$ cat src/rtl/servo_move_scheduler_if.sv
// -----------------------------------------------------------------------------
// servo_move_scheduler_if
// Move-request handshake between game logic (master) and the servo move
// scheduler (slave).
//   req_valid  master -> slave  a move request is presented
//   req_ready  slave  -> master the request is taken on an edge with req_valid
//   req_idx    master -> slave  servo index
//   req_pos    master -> slave  target position bit for that servo
// -----------------------------------------------------------------------------
interface servo_move_scheduler_if #(
   parameter int IDX_W = 3
);
   logic             req_valid;
   logic             req_ready;
   logic [IDX_W-1:0] req_idx;
   logic             req_pos;

   modport master (
      output req_valid,
      output req_idx,
      output req_pos,
      input  req_ready
   );

   modport slave (
      input  req_valid,
      input  req_idx,
      input  req_pos,
      output req_ready
   );
endinterface

$ cat src/rtl/servo_move_scheduler.sv
// -----------------------------------------------------------------------------
// servo_move_scheduler
// Queues servo move requests in order and issues them one at a time onto the
// position vector for the PWM block. A moved servo stays busy for a fixed
// settle time, and no more than MAX_ACTIVE servos are busy together so the
// peak supply current stays bounded.
// Ports:
//   clk      system clock
//   rst      synchronous active-high reset
//   req      request port (slave side): req_valid/req_ready/req_idx/req_pos
//   pos_out  registered position vector, one bit per servo
//   busy     registered per-servo settling flags
//   idle     queue empty and no servo settling
// -----------------------------------------------------------------------------
module servo_move_scheduler #(
   parameter int                    NUM_SERVOS    = 8,
   parameter int                    FIFO_DEPTH    = 4,
   parameter int                    SETTLE_CYCLES = 25000000,
   parameter int                    MAX_ACTIVE    = 2,
   parameter logic [NUM_SERVOS-1:0] RESET_POS     = '0
) (
   input  logic                  clk,
   input  logic                  rst,
   servo_move_scheduler_if.slave req,
   output logic [NUM_SERVOS-1:0] pos_out,
   output logic [NUM_SERVOS-1:0] busy,
   output logic                  idle
);

   localparam int IW = (NUM_SERVOS > 1) ? $clog2(NUM_SERVOS) : 1;
   localparam int PW = (FIFO_DEPTH > 1) ? $clog2(FIFO_DEPTH) : 1;
   localparam int CW = $clog2(FIFO_DEPTH + 1);
   localparam int TW = (SETTLE_CYCLES > 1) ? $clog2(SETTLE_CYCLES) : 1;
   localparam int AW = $clog2(NUM_SERVOS + 1);

   localparam logic [TW-1:0] TIMER_LOAD   = TW'(SETTLE_CYCLES - 1);
   localparam logic [CW-1:0] FULL_COUNT   = CW'(FIFO_DEPTH);
   localparam logic [AW-1:0] ACTIVE_LIMIT = AW'(MAX_ACTIVE);

   // ---------------------------------------------------------------- queue
   // Entry layout: {idx, pos}. The head is read combinationally so that a
   // push into an empty queue is seen by dispatch on the very next cycle.
   logic [IW:0]   fifo_mem [FIFO_DEPTH];
   logic [PW-1:0] wr_ptr_reg;
   logic [PW-1:0] rd_ptr_reg;
   logic [CW-1:0] count_reg;

   logic ready;
   logic push;
   logic pop;
   logic issue;

   // Ready depends only on the registered occupancy, so a pop from a full
   // queue frees a slot that becomes usable one cycle later.
   assign ready         = (count_reg != FULL_COUNT);
   assign req.req_ready = ready;
   assign push          = req.req_valid && ready;

   always_ff @(posedge clk) begin
      if (push) begin
         fifo_mem[wr_ptr_reg] <= {req.req_idx, req.req_pos};
      end
   end

   always_ff @(posedge clk) begin
      if (rst) begin
         wr_ptr_reg <= '0;
         rd_ptr_reg <= '0;
         count_reg  <= '0;
      end else begin
         if (push) wr_ptr_reg <= wr_ptr_reg + 1'b1;
         if (pop)  rd_ptr_reg <= rd_ptr_reg + 1'b1;
         case ({push, pop})
            2'b10:   count_reg <= count_reg + 1'b1;
            2'b01:   count_reg <= count_reg - 1'b1;
            default: count_reg <= count_reg;
         endcase
      end
   end

   // ------------------------------------------------------------- dispatch
   logic [NUM_SERVOS-1:0] pos_reg;
   logic [NUM_SERVOS-1:0] busy_reg;
   logic [TW-1:0]         timer_reg [NUM_SERVOS];

   logic          head_valid;
   logic [IW-1:0] head_idx;
   logic          head_pos;
   logic          head_noop;
   logic [AW-1:0] active_cnt;

   assign head_valid = (count_reg != '0);
   assign head_idx   = fifo_mem[rd_ptr_reg][IW:1];
   assign head_pos   = fifo_mem[rd_ptr_reg][0];
   assign head_noop  = (head_pos == pos_reg[head_idx]);

   always_comb begin
      active_cnt = '0;
      for (int i = 0; i < NUM_SERVOS; i++) begin
         active_cnt = active_cnt + AW'(busy_reg[i]);
      end
   end

   // A head that cannot issue blocks everything behind it; requests are
   // never reordered around a stalled servo.
   always_comb begin
      issue = 1'b0;
      pop   = 1'b0;
      if (head_valid) begin
         if (head_noop) begin
            pop = 1'b1;
         end else if (!busy_reg[head_idx] && (active_cnt < ACTIVE_LIMIT)) begin
            issue = 1'b1;
            pop   = 1'b1;
         end
      end
   end

   // ------------------------------------------------- per-servo state
   // Issue only happens on a non-busy servo, so load and countdown never
   // collide. busy stays high for SETTLE_CYCLES cycles: loaded with N-1 and
   // cleared on the edge that sees zero.
   generate
      for (genvar gi = 0; gi < NUM_SERVOS; gi++) begin : g_servo
         logic sel;
         assign sel = issue && (head_idx == IW'(gi));

         always_ff @(posedge clk) begin
            if (rst) begin
               pos_reg[gi]   <= RESET_POS[gi];
               busy_reg[gi]  <= 1'b0;
               timer_reg[gi] <= '0;
            end else if (sel) begin
               pos_reg[gi]   <= head_pos;
               busy_reg[gi]  <= 1'b1;
               timer_reg[gi] <= TIMER_LOAD;
            end else if (busy_reg[gi]) begin
               if (timer_reg[gi] == '0) begin
                  busy_reg[gi] <= 1'b0;
               end else begin
                  timer_reg[gi] <= timer_reg[gi] - 1'b1;
               end
            end
         end
      end
   endgenerate

   assign pos_out = pos_reg;
   assign busy    = busy_reg;
   assign idle    = (count_reg == '0) && (busy_reg == '0);

endmodule

$ cat src/flat_wrapper.sv
// flat-port wrapper written by rule: the top's interface ports become plain ports
module servo_move_scheduler_flat 
#(
   parameter int                    NUM_SERVOS    = 8,
   parameter int                    FIFO_DEPTH    = 4,
   parameter int                    SETTLE_CYCLES = 25000000,
   parameter int                    MAX_ACTIVE    = 2,
   parameter logic [NUM_SERVOS-1:0] RESET_POS     = '0
)
  (clk, rst, pos_out, busy, idle, req_req_valid, req_req_idx, req_req_pos, req_req_ready);
  servo_move_scheduler_if #(.IDX_W(3)) req_i ();
  input  logic clk;
  input  logic rst;
  output logic [NUM_SERVOS-1:0] pos_out;
  output logic [NUM_SERVOS-1:0] busy;
  output logic idle;
  input wire logic [$bits(req_i.req_valid)-1:0] req_req_valid;
  input wire logic [$bits(req_i.req_idx)-1:0] req_req_idx;
  input wire logic [$bits(req_i.req_pos)-1:0] req_req_pos;
  output wire logic [$bits(req_i.req_ready)-1:0] req_req_ready;
  assign req_i.req_valid = req_req_valid;
  assign req_i.req_idx = req_req_idx;
  assign req_i.req_pos = req_req_pos;
  assign req_req_ready = req_i.req_ready;
  servo_move_scheduler #(.NUM_SERVOS(NUM_SERVOS), .FIFO_DEPTH(FIFO_DEPTH), .SETTLE_CYCLES(SETTLE_CYCLES), .MAX_ACTIVE(MAX_ACTIVE), .RESET_POS(RESET_POS)) u_core (.clk(clk), .rst(rst), .req(req_i), .pos_out(pos_out), .busy(busy), .idle(idle));
endmodule
$ cat config.mk
export PLATFORM = sky130hd
export DESIGN_NAME = servo_move_scheduler_flat
export DESIGN_NICKNAME = d
export VERILOG_FILES = /design/src/rtl/servo_move_scheduler_if.sv /design/src/rtl/servo_move_scheduler.sv /design/src/flat_wrapper.sv
export SDC_FILE = /design/constraint.sdc
export NUM_CORES = 1
export LEC_CHECK = 0
export ABC_AREA = 1
export CORE_MARGIN = 2
export CORE_UTILIZATION = 50
export CTS_CLUSTER_DIAMETER = 30
export DETAILED_ROUTE_END_ITERATION = 8
export PLACE_DENSITY = 0.66
export SLEW_MARGIN = 15
export SYNTH_ARGS = -nofsm -noshare
export SYNTH_HDL_FRONTEND = slang
export SYNTH_SLANG_ARGS = --single-unit
$ cat constraint.sdc
create_clock -name clk -period 5.8 [get_ports clk]
set_input_delay 1.45 -clock clk [delete_from_list [all_inputs] [get_ports clk]]
set_output_delay 1.45 -clock clk [all_outputs]
set_load 0.03 [all_outputs]
Word-level counts from Yosys, hierarchy flattened
Memories as Yosys holds them, arrays and structs flattened. A register that Yosys moved wholly into a read port is not among the register bits.
Cells that the tools add are included.
{"block": "word_totals", "ff_bits": 23, "ramBits": 216, "input_bits": 7, "out_inout_bits": 18, "word_cells": 198, "memories": 2}
{"memory": "u_core.timer_reg", "depth": 8, "word_bits": 25, "rd": 8, "rd_ports_with_merged_regs": 0, "write_ports": 8, "line_no": "servo_move_scheduler.sv:84", "rtl": "logic [TW-1:0] timer_reg [NUM_SERVOS];"}
{"memory": "u_core.fifo_mem", "depth": 4, "word_bits": 4, "rd": 1, "rd_ports_with_merged_regs": 1, "write_ports": 1, "line_no": "servo_move_scheduler.sv:43", "rtl": "logic [IW:0] fifo_mem [FIFO_DEPTH];"}
{"block": "op_classes", "add_sub_neg": 19, "n_lt_le_gt_ge": 2, "n_eq_ne": 11, "mux": 104, "bitwise_logic": 16, "reduce_logical": 25}
{"op": "$mux 25", "n": 16}
{"op": "$logic_not 25->1", "n": 8}
{"op": "$sub 25x1->25 const B", "n": 8}
{"op": "$mux 1", "n": 83}
{"op": "$add 4x1->4", "n": 6}
{"op": "$or 1x1->1", "n": 16}
{"op": "$eq 3x3->1 const B", "n": 4}
{"op": "$logic_and 1x1->1", "n": 11}
{"op": "$logic_not 8->1", "n": 1}
{"op": "$bmux 1 s3", "n": 2}
{"op": "$eq 3x2->1 const B", "n": 2}
{"op": "$logic_not 3->1", "n": 2}
{"op": "$pmux 3 s2", "n": 1}
{"op": "$add 2x1->2 const B", "n": 2}
{"op": "$lt 3x4->1 const B", "n": 1}
{"op": "$lt 4x2->1 const B", "n": 1}
{"op": "$mux 2", "n": 2}
{"op": "$add 3x1->3 const B", "n": 1}
{"op": "$eq 3x1->1 const B", "n": 1}
{"op": "$ne 3x3->1 const B", "n": 1}
{"op": "$reduce_bool 3->1", "n": 1}
{"op": "$sub 3x1->3 const B", "n": 1}
{"op": "$add 1x1->2", "n": 1}
{"op": "$eq 2x1->1 const B", "n": 1}
{"op": "4 further kinds", "n": 4}

Longest topological paths before layout
Gate-level depths: netlist (run 1).
{"block": "logic_depth", "word_depth": 18, "depth_mapped": 22, "mapped_depth_nobuf": 22}

Worst setup path after synthesis (run 1)
No wires, ideal clock.
{"block": "synth_timing", "path_type": "reg2reg", "startpoint": "register u_core.busy_reg[0], in the netlist u_core.busy[0]", "endpoint": "memory u_core.timer_reg[0][0] (netlist bit), enable pin", "setup_time_ns": 0.386, "arrival_ns": 4.451, "t_required_ns": 5.414, "slack_ns": 0.963, "path_stages_with_launch": 19, "period_less_slack_ns": 4.837, "path_cell_list": "dfxtp_1 -> inv_1 -> ha_1 -> inv_1 -> fa_1 -> fa_1 -> inv_1 -> ha_1 -> a21o_1 -> inv_1 -> fa_1 -> o21ai_0 -> nor3_1 -> nand3_2 -> nor2_4 -> buf_8 -> buf_6 -> nand2_1 -> nand3_1"}
{"item": "start: declaration", "line_no": "servo_move_scheduler.sv:83", "rtl": "logic [NUM_SERVOS-1:0] busy_reg;"}
{"item": "start signal: indexed assignment", "line_no": "servo_move_scheduler.sv:131", "rtl": "busy_reg[gi] <= 1'b0;"}
{"item": "start signal: indexed assignment", "line_no": "servo_move_scheduler.sv:135", "rtl": "busy_reg[gi] <= 1'b1;"}
{"item": "start signal: indexed assignment", "line_no": "servo_move_scheduler.sv:139", "rtl": "busy_reg[gi] <= 1'b0;"}
{"item": "end: declaration", "line_no": "servo_move_scheduler.sv:84"}

==> results of run 1 <==
-- synthesized netlist by cell type (15+ instances only) --
| cell type | count |
|---|---|
| o21ai_0 | 86 |
| xnor2_1 | 43 |
| dfxtp_1 | 25 |
| nand2_1 | 344 |
| a21oi_1 | 58 |
| nor3_1 | 35 |
| nand4_1 | 34 |
| nand3_1 | 75 |
| xor2_1 | 72 |
| nor4_1 | 23 |
| inv_1 | 185 |
| nor2_1 | 290 |
| clkbuf_1 | 15 |
| ha_1 | 19 |
| edfxtp_1 | 216 |
-- worst max-delay path, cell delays in order, from the launching register on --
cell and delay [ps]:
dfxtp_1 390, inv_1 60, ha_1 280, inv_1 70, fa_1 420, fa_1 490, inv_1 40, ha_1 260
a21o_1 130, inv_1 60, fa_1 470, nor2_1 130, a21oi_1 80, nor3_1 230, nand3_2 160, nor2_4 610
nand2_1 160, nand3_1 110, buf_4 350
-- stage by stage --
stage,setup WS (ps),power (W),cell area [um^2]
2_1_floorplan,962.7,0.004831,13810
3_3_place_gp,1063,0.005354,14370
3_5_place_dp,962.6,0.005410,14370
4_1_cts,965.1,0.008411,16170
5_1_grt,687.9,0.008910,16170
6_report,959.3,0.008358,16170
-- area by class of cell --
| cell class | instances | area (um^2) | area share, % |
|---|---|---|---|
| Multi-Input combinational cell | 1148 | 5909 | 36.55 |
| Tap cell | 341 | 426.7 | 2.639 |
| Clock buffer | 74 | 1520 | 9.403 |
| Clock inverter | 30 | 279.0 | 1.726 |
| Sequential cell | 241 | 6987 | 43.21 |
| Inverter | 190 | 715.7 | 4.427 |
| Timing Repair Buffer | 36 | 330.3 | 2.043 |
-- final timing paths --
path | from | to | slack [ps] | cells after the start
worst max-delay path | u_core.busy[0] | u_core.timer_reg[0][84] | 960 | 18
worst max register to register | u_core.busy[0] | u_core.timer_reg[0][84] | 960 | 18
worst min-delay path | u_core.pos_out[2] | u_core.pos_out[2] | 490 | 2
worst min register to register | u_core.pos_out[2] | u_core.pos_out[2] | 490 | 2
-- kinds of logic after synthesis --
logic type | after synthesis
fa+ha+maj | 23
compound gates | 171
simple gates | 839
buf+inv | 223
flops | 241
xor+xnor | 115
-- report_power, final --
group          total, W  leakage [nW]  switching [W]  internal, W
Sequential      0.00299          2.43       0.000436      0.00255
Clock           0.00294         0.862       0.000941      0.00200
Combinational   0.00243          3.62        0.00164     0.000794
Total           0.00836          6.91        0.00302      0.00534
-- metal layers --
metal / GRT usage [%] / up-vias / routed length [um]
met4: 6.577 / 0 / 553
met2: 34.82 / 193 / 13820
met5: 0 / - / 0
met1: 26.93 / 4929 / 13510
met3: 3.860 / 55 / 1245
li1: - / 5495 / -
==> impl_metrics.yaml, run 1 <==
outcome:
  status: "finished, final reports clean"
global_routing:
  grt-ovfl-total: 0
  antenna_found_initial: 0
  grt_pass1_vias: 10570
  grt_pass1_wl_um: 49250
  grt_usage_pct: 20.63
  grt_max_degree: 44
layout:
  final_cells: 2060
  layout.cells.most_common_list: "344 x nand2_1, 290 x nor2_1, 216 x edfxtp_1"
  fillers: 2352
  final_nets: 1702
  largest_reg_flops: 200
  num_antenna_cells: 0
  syn2layout_area_growth_pct: 17.06
  final_util_pct: 59.82
  final_common_cell: "nand2_1"
  layout-drive-gt1-share_pct: 7.388
cts:
  clock_latency_ps: 550
  post_cts_resized: 0
  cts_buffer_depth: 3
  numClockSinks: 241
  cts_max_level: 2
  cts_root_buffer: "clkbuf_16"
  cts_buffers: 55
  postCtsSetupRepairBufs: 0
  hold_buffers: 0
  tritoncts: "yes"
  clkTransAtPathRegs_ps: 40
timing:
  slew-limit-headroom_pct: 40.73
  tns_ps: 0
  skew_ps: 18.72
  whs_ps: 488.1
  finalHoldViolations: 0
  rsz0062_at_grt: "false"
  fmax_mhz: 206.6
  maxSlewViolCount: 0
  tightest_slew_ps: 885.8
  min_period_ps: 4841
  fin_crit_sh_pct: 83.46
  setup_viol: 0
critical_path:
  crit_type: "reg2reg"
  end_kind: "register"
  arrival_ps: 5050
  worstPathRequired_ps: 6010
  worstPathMaxFanout: 25
  startpoint_type: "register"
logic_synthesis:
  synth_top_flop_cell: "edfxtp_1"
  yosysWarnings: 0
  syn_inst: 1612
  synth-xor-area-share_pct: 7.292
  async_flop_share_pct: 0
  synth-seq-cells: 241
  synthAdderAreaFrac_pct: 2.301
  synth_top_area_cell: "edfxtp_1"
  synth_compound_area_share_pct: 6.749
  synth.cell_area_mm2: 0.01381
  syn_nets: 1642
  netlist_top_cells_area: "edfxtp_1 47%, nand2_1 9.3%, nor2_1 7.9%"
  synth_cell_types: 50
  syn_area_per_cell_um2: 8.568
  synth_edf_count: 216
  post_synth_mux_area_share_pct: 0
  seq_area_frac_synth_pct: 50.58
  synth-simple-area-share_pct: 26.44
  synth_top_family_by_area: "simple AND/OR/NAND/NOR gates"
  synthDominantCellAreaShare_pct: 46.96
route:
  route.detailed.drc: 0
  drt-total-wl_um: 29130
  routedWlPerCell_um: 14.14
  ant_nets: 0
  vias: 10670
  viasPerCell: 5.181
  first_iter_violations: 699
  drt_pass1_iterations: 5
floorplan:
  dieWidth_um: 170.2
  io_pins: 25
  die-area_mm2: 0.02897
  start_util_pct: 51.11
  fp-row-count: 60
  dieHeight_um: 170.2
  coreArea_mm2: 0.02703
placement:
  place_congestion: 0.8583
  numPlacedInstances: 1956
  dpl.hpwl_um: 19360
  port-buffer-count: 24
run:
  maxCapViolCount: 0
pwr:
  ir_drop_mv: 0.2782
  power_density_mw_per_mm2: 517.0
  p_leak_nw: 6.913
hold_path:
  hold_path.class: "reg2reg"
Note: power is estimated with default switching activity, not from simulation.
==> run 2: changes to the inputs <==
--- a/config.mk
+++ b/config.mk
@@ -10,7 +10,7 @@
 export CORE_UTILIZATION = 50
 export CTS_CLUSTER_DIAMETER = 30
 export DETAILED_ROUTE_END_ITERATION = 8
-export PLACE_DENSITY = 0.66
+export PLACE_DENSITY = 0.69
 export SLEW_MARGIN = 15
 export SYNTH_ARGS = -nofsm -noshare
 export SYNTH_HDL_FRONTEND = slang
==> constraint.sdc (replaced) <==
create_clock -name clk -period 4.2 [get_ports clk]
set_input_delay 1.05 -clock clk [delete_from_list [all_inputs] [get_ports clk]]
set_output_delay 1.05 -clock clk [all_outputs]
set_load 0.03 [all_outputs]
==> impl_metrics.yaml, run 2 (synthesized netlist as in run 1, its figures left out) <==
outcome:
  status: "finished, violations left"
  violations: "negative setup slack"
critical_path:
  worst-path-stages: 21
  crit_path_start: "u_core.busy[0]"
  cp_cell_sequence: "inv_4, ha_4, inv_2, fa_1, fa_1, inv_1, ha_1, a21o_1, inv_2, fa_2, o21ai_2, nor3_2, nand3_2, nand2_2, ha_2, inv_2, fa_2, a21oi_2, o21ai_1, o21ai_1, a21oi_1"
  ff2ff_path_depth: 21
  cp_top_family: "adder cells"
  cp_num_buf_inv: 5
  reg2reg_from: "u_core.busy[0]"
  r2r_slack_ps: -60
  critical_path.endpoint: "u_core.count_reg[2]"
  end_kind: "register"
  cp_common_cell: "inv_2"
  slowest_delay_ps: 580
  worstPathRequired_ps: 4660
  cp_slowest_cell: "fa_2"
  startpoint_type: "register"
  worstPathMaxFanout: 3
  timing.rr.end: "u_core.count_reg[2]"
  arrival_ps: 4720
  crit_type: "reg2reg"
floorplan:
  start_util_pct: 51.11
  coreArea_mm2: 0.02703
  io_pins: 25
  fp-row-count: 60
  die-area_mm2: 0.02897
  dieHeight_um: 170.2
  dieWidth_um: 170.2
layout:
  fillers: 2171
  layout-drive-gt1-share_pct: 12.90
  final_util_pct: 65.12
  layout.cells.most_common_list: "335 x nand2_1, 289 x nor2_1, 216 x edfxtp_1"
  syn2layout_area_growth_pct: 27.42
  final_common_cell: "nand2_1"
  largest_reg_flops: 200
  num_antenna_cells: 0
  final_nets: 1754
cts:
  hold_buffers: 0
  tritoncts: "yes"
  cts_buffer_depth: 3
  numClockSinks: 241
  clock_latency_ps: 580
  cts_buffers: 60
  clkTransAtPathRegs_ps: 50
  cts_root_buffer: "clkbuf_16"
  cts_max_level: 2
route:
  drt-total-wl_um: 31690
  routedWlPerCell_um: 14.97
  ant_nets: 0
  viasPerCell: 5.316
  first_iter_violations: 807
  drt_pass1_iterations: 7
  route.detailed.drc: 0
  vias: 11250
pwr:
  switching_power_w: 0.004851
  power_frac_seq_pct: 30.6
  power_density_mw_per_mm2: 767.6
  sw_frac_of_total_pct: 35.91
  comb_power_share_pct: 33.8
  clock_power_share_pct: 35.6
  ir_drop_mv: 0.5068
  internal_power_w: 0.008657
  p_leak_nw: 7.579
placement:
  place_congestion: 0.9056
  dpl.hpwl_um: 19730
  port-buffer-count: 24
timing:
  skew_ps: 20.89
  tightest_slew_ps: 995.0
  whs_ps: 493.3
  fin_ws_ps: -63.30
  tns_ps: -101.7
  maxSlewViolCount: 0
  setup_viol: 2
  min_period_ps: 4263
  fmax_mhz: 234.6
  fin_crit_sh_pct: 101.5
  finalHoldViolations: 0
  slew-limit-headroom_pct: 33.57
  rsz0062_at_grt: "true"
hold_path:
  hold_start: "u_core.pos_out[6]"
  hold_path.class: "reg2reg"
global_routing:
  grt_pass1_vias: 10860
  grt-ovfl-total: 0
  grt_max_degree: 43
  grt_pass1_wl_um: 50070
  grt_usage_pct: 21.02
  antenna_found_initial: 0
run:
  maxCapViolCount: 0
==> run 2: cell count changes in the layout (fill, tap and decap cells not counted), moves of 6 or more <==
cell	delta
nand3_1	-10
bufinv_16	+7
buf_4	+11
clkbuf_1	-12
o21ai_0	-17
nand2_4	+6
clkbuf_16	+16
nand3_4	+19
buf_12	+14
o21ai_1	+13
nand2_1	-9
==> run 2: final cells by class <==
class	count	area [um^2]	share of cell area, %
multi-input combinational	1157	6324	35.93
inverter	190	718.2	4.081
sequential	241	6994	39.74
clock inverter	50	598.1	3.398
tap	341	426.7	2.424
clock buffer	63	1534	8.716
timing repair buffer	74	1005	5.709
==> run 2: per-stage QoR <==
| step | cells | total power (W) | setup WS [ps] | cell area [um^2] |
|---|---|---|---|---|
| 2_1_floorplan | 1612 | 0.006701 | 3.416 | 13890 |
| 3_3_place_gp | 1971 | 0.007675 | -8.243 | 14710 |
| 3_5_place_dp | 1971 | 0.007771 | -114.1 | 14710 |
| 4_1_cts | 2090 | 0.01272 | -15.26 | 16950 |
| 5_1_grt | 2116 | 0.01427 | -272.1 | 17600 |
| 6_report | 2116 | 0.01351 | -63.30 | 17600 |
==> run 2: how the worst min path moves through the flow <==
stage / depth (start not counted) / endpoint / slack [ps]
after floorplan: 2 / u_core.count_reg[2] / 460
after global placement: 2 / u_core.pos_out[7] / 480
after detailed placement: 2 / u_core.count_reg[2] / 480
after CTS: 2 / u_core.pos_out[6] / 490
after global routing: 2 / u_core.pos_out[7] / 510
final: 2 / u_core.pos_out[6] / 490
==> run 2: power by group through the flow <==
stage | clock (W) | combinational (W) | sequential [W]
6_report | 0.00481 | 0.00457 | 0.00413
3_3_place_gp | 0 | 0.00356 | 0.00412
2_1_floorplan | 0 | 0.00265 | 0.00405
5_1_grt | 0.00499 | 0.00506 | 0.00422
4_1_cts | 0.00486 | 0.00375 | 0.00411
3_5_place_dp | 0 | 0.00363 | 0.00414
==> run 2: timing repair <==
action | in CTS | in global routing
gates resized for setup | 16 | 54
setup endpoints to repair | 109 | 257
pin swaps | 0 | 6
cloned | 3 | 18
setup buffers | 3 | 9
==> run 2: worst min-delay path: stages, from the launching register on <==
cell and delay (ps):
dfxtp_1 320, nand3_1 80, nand2_1 50
==> run 2: metal layers <==
layer | up-vias | global-route usage [%] | share of wire (%)
met3 | 54 | 4.070 | 5.1
met5 | - | 0 | 0
met1 | 5289 | 27.22 | 44
met4 | 0 | 6.726 | 2.3
li1 | 5643 | - | -
met2 | 262 | 35.65 | 48
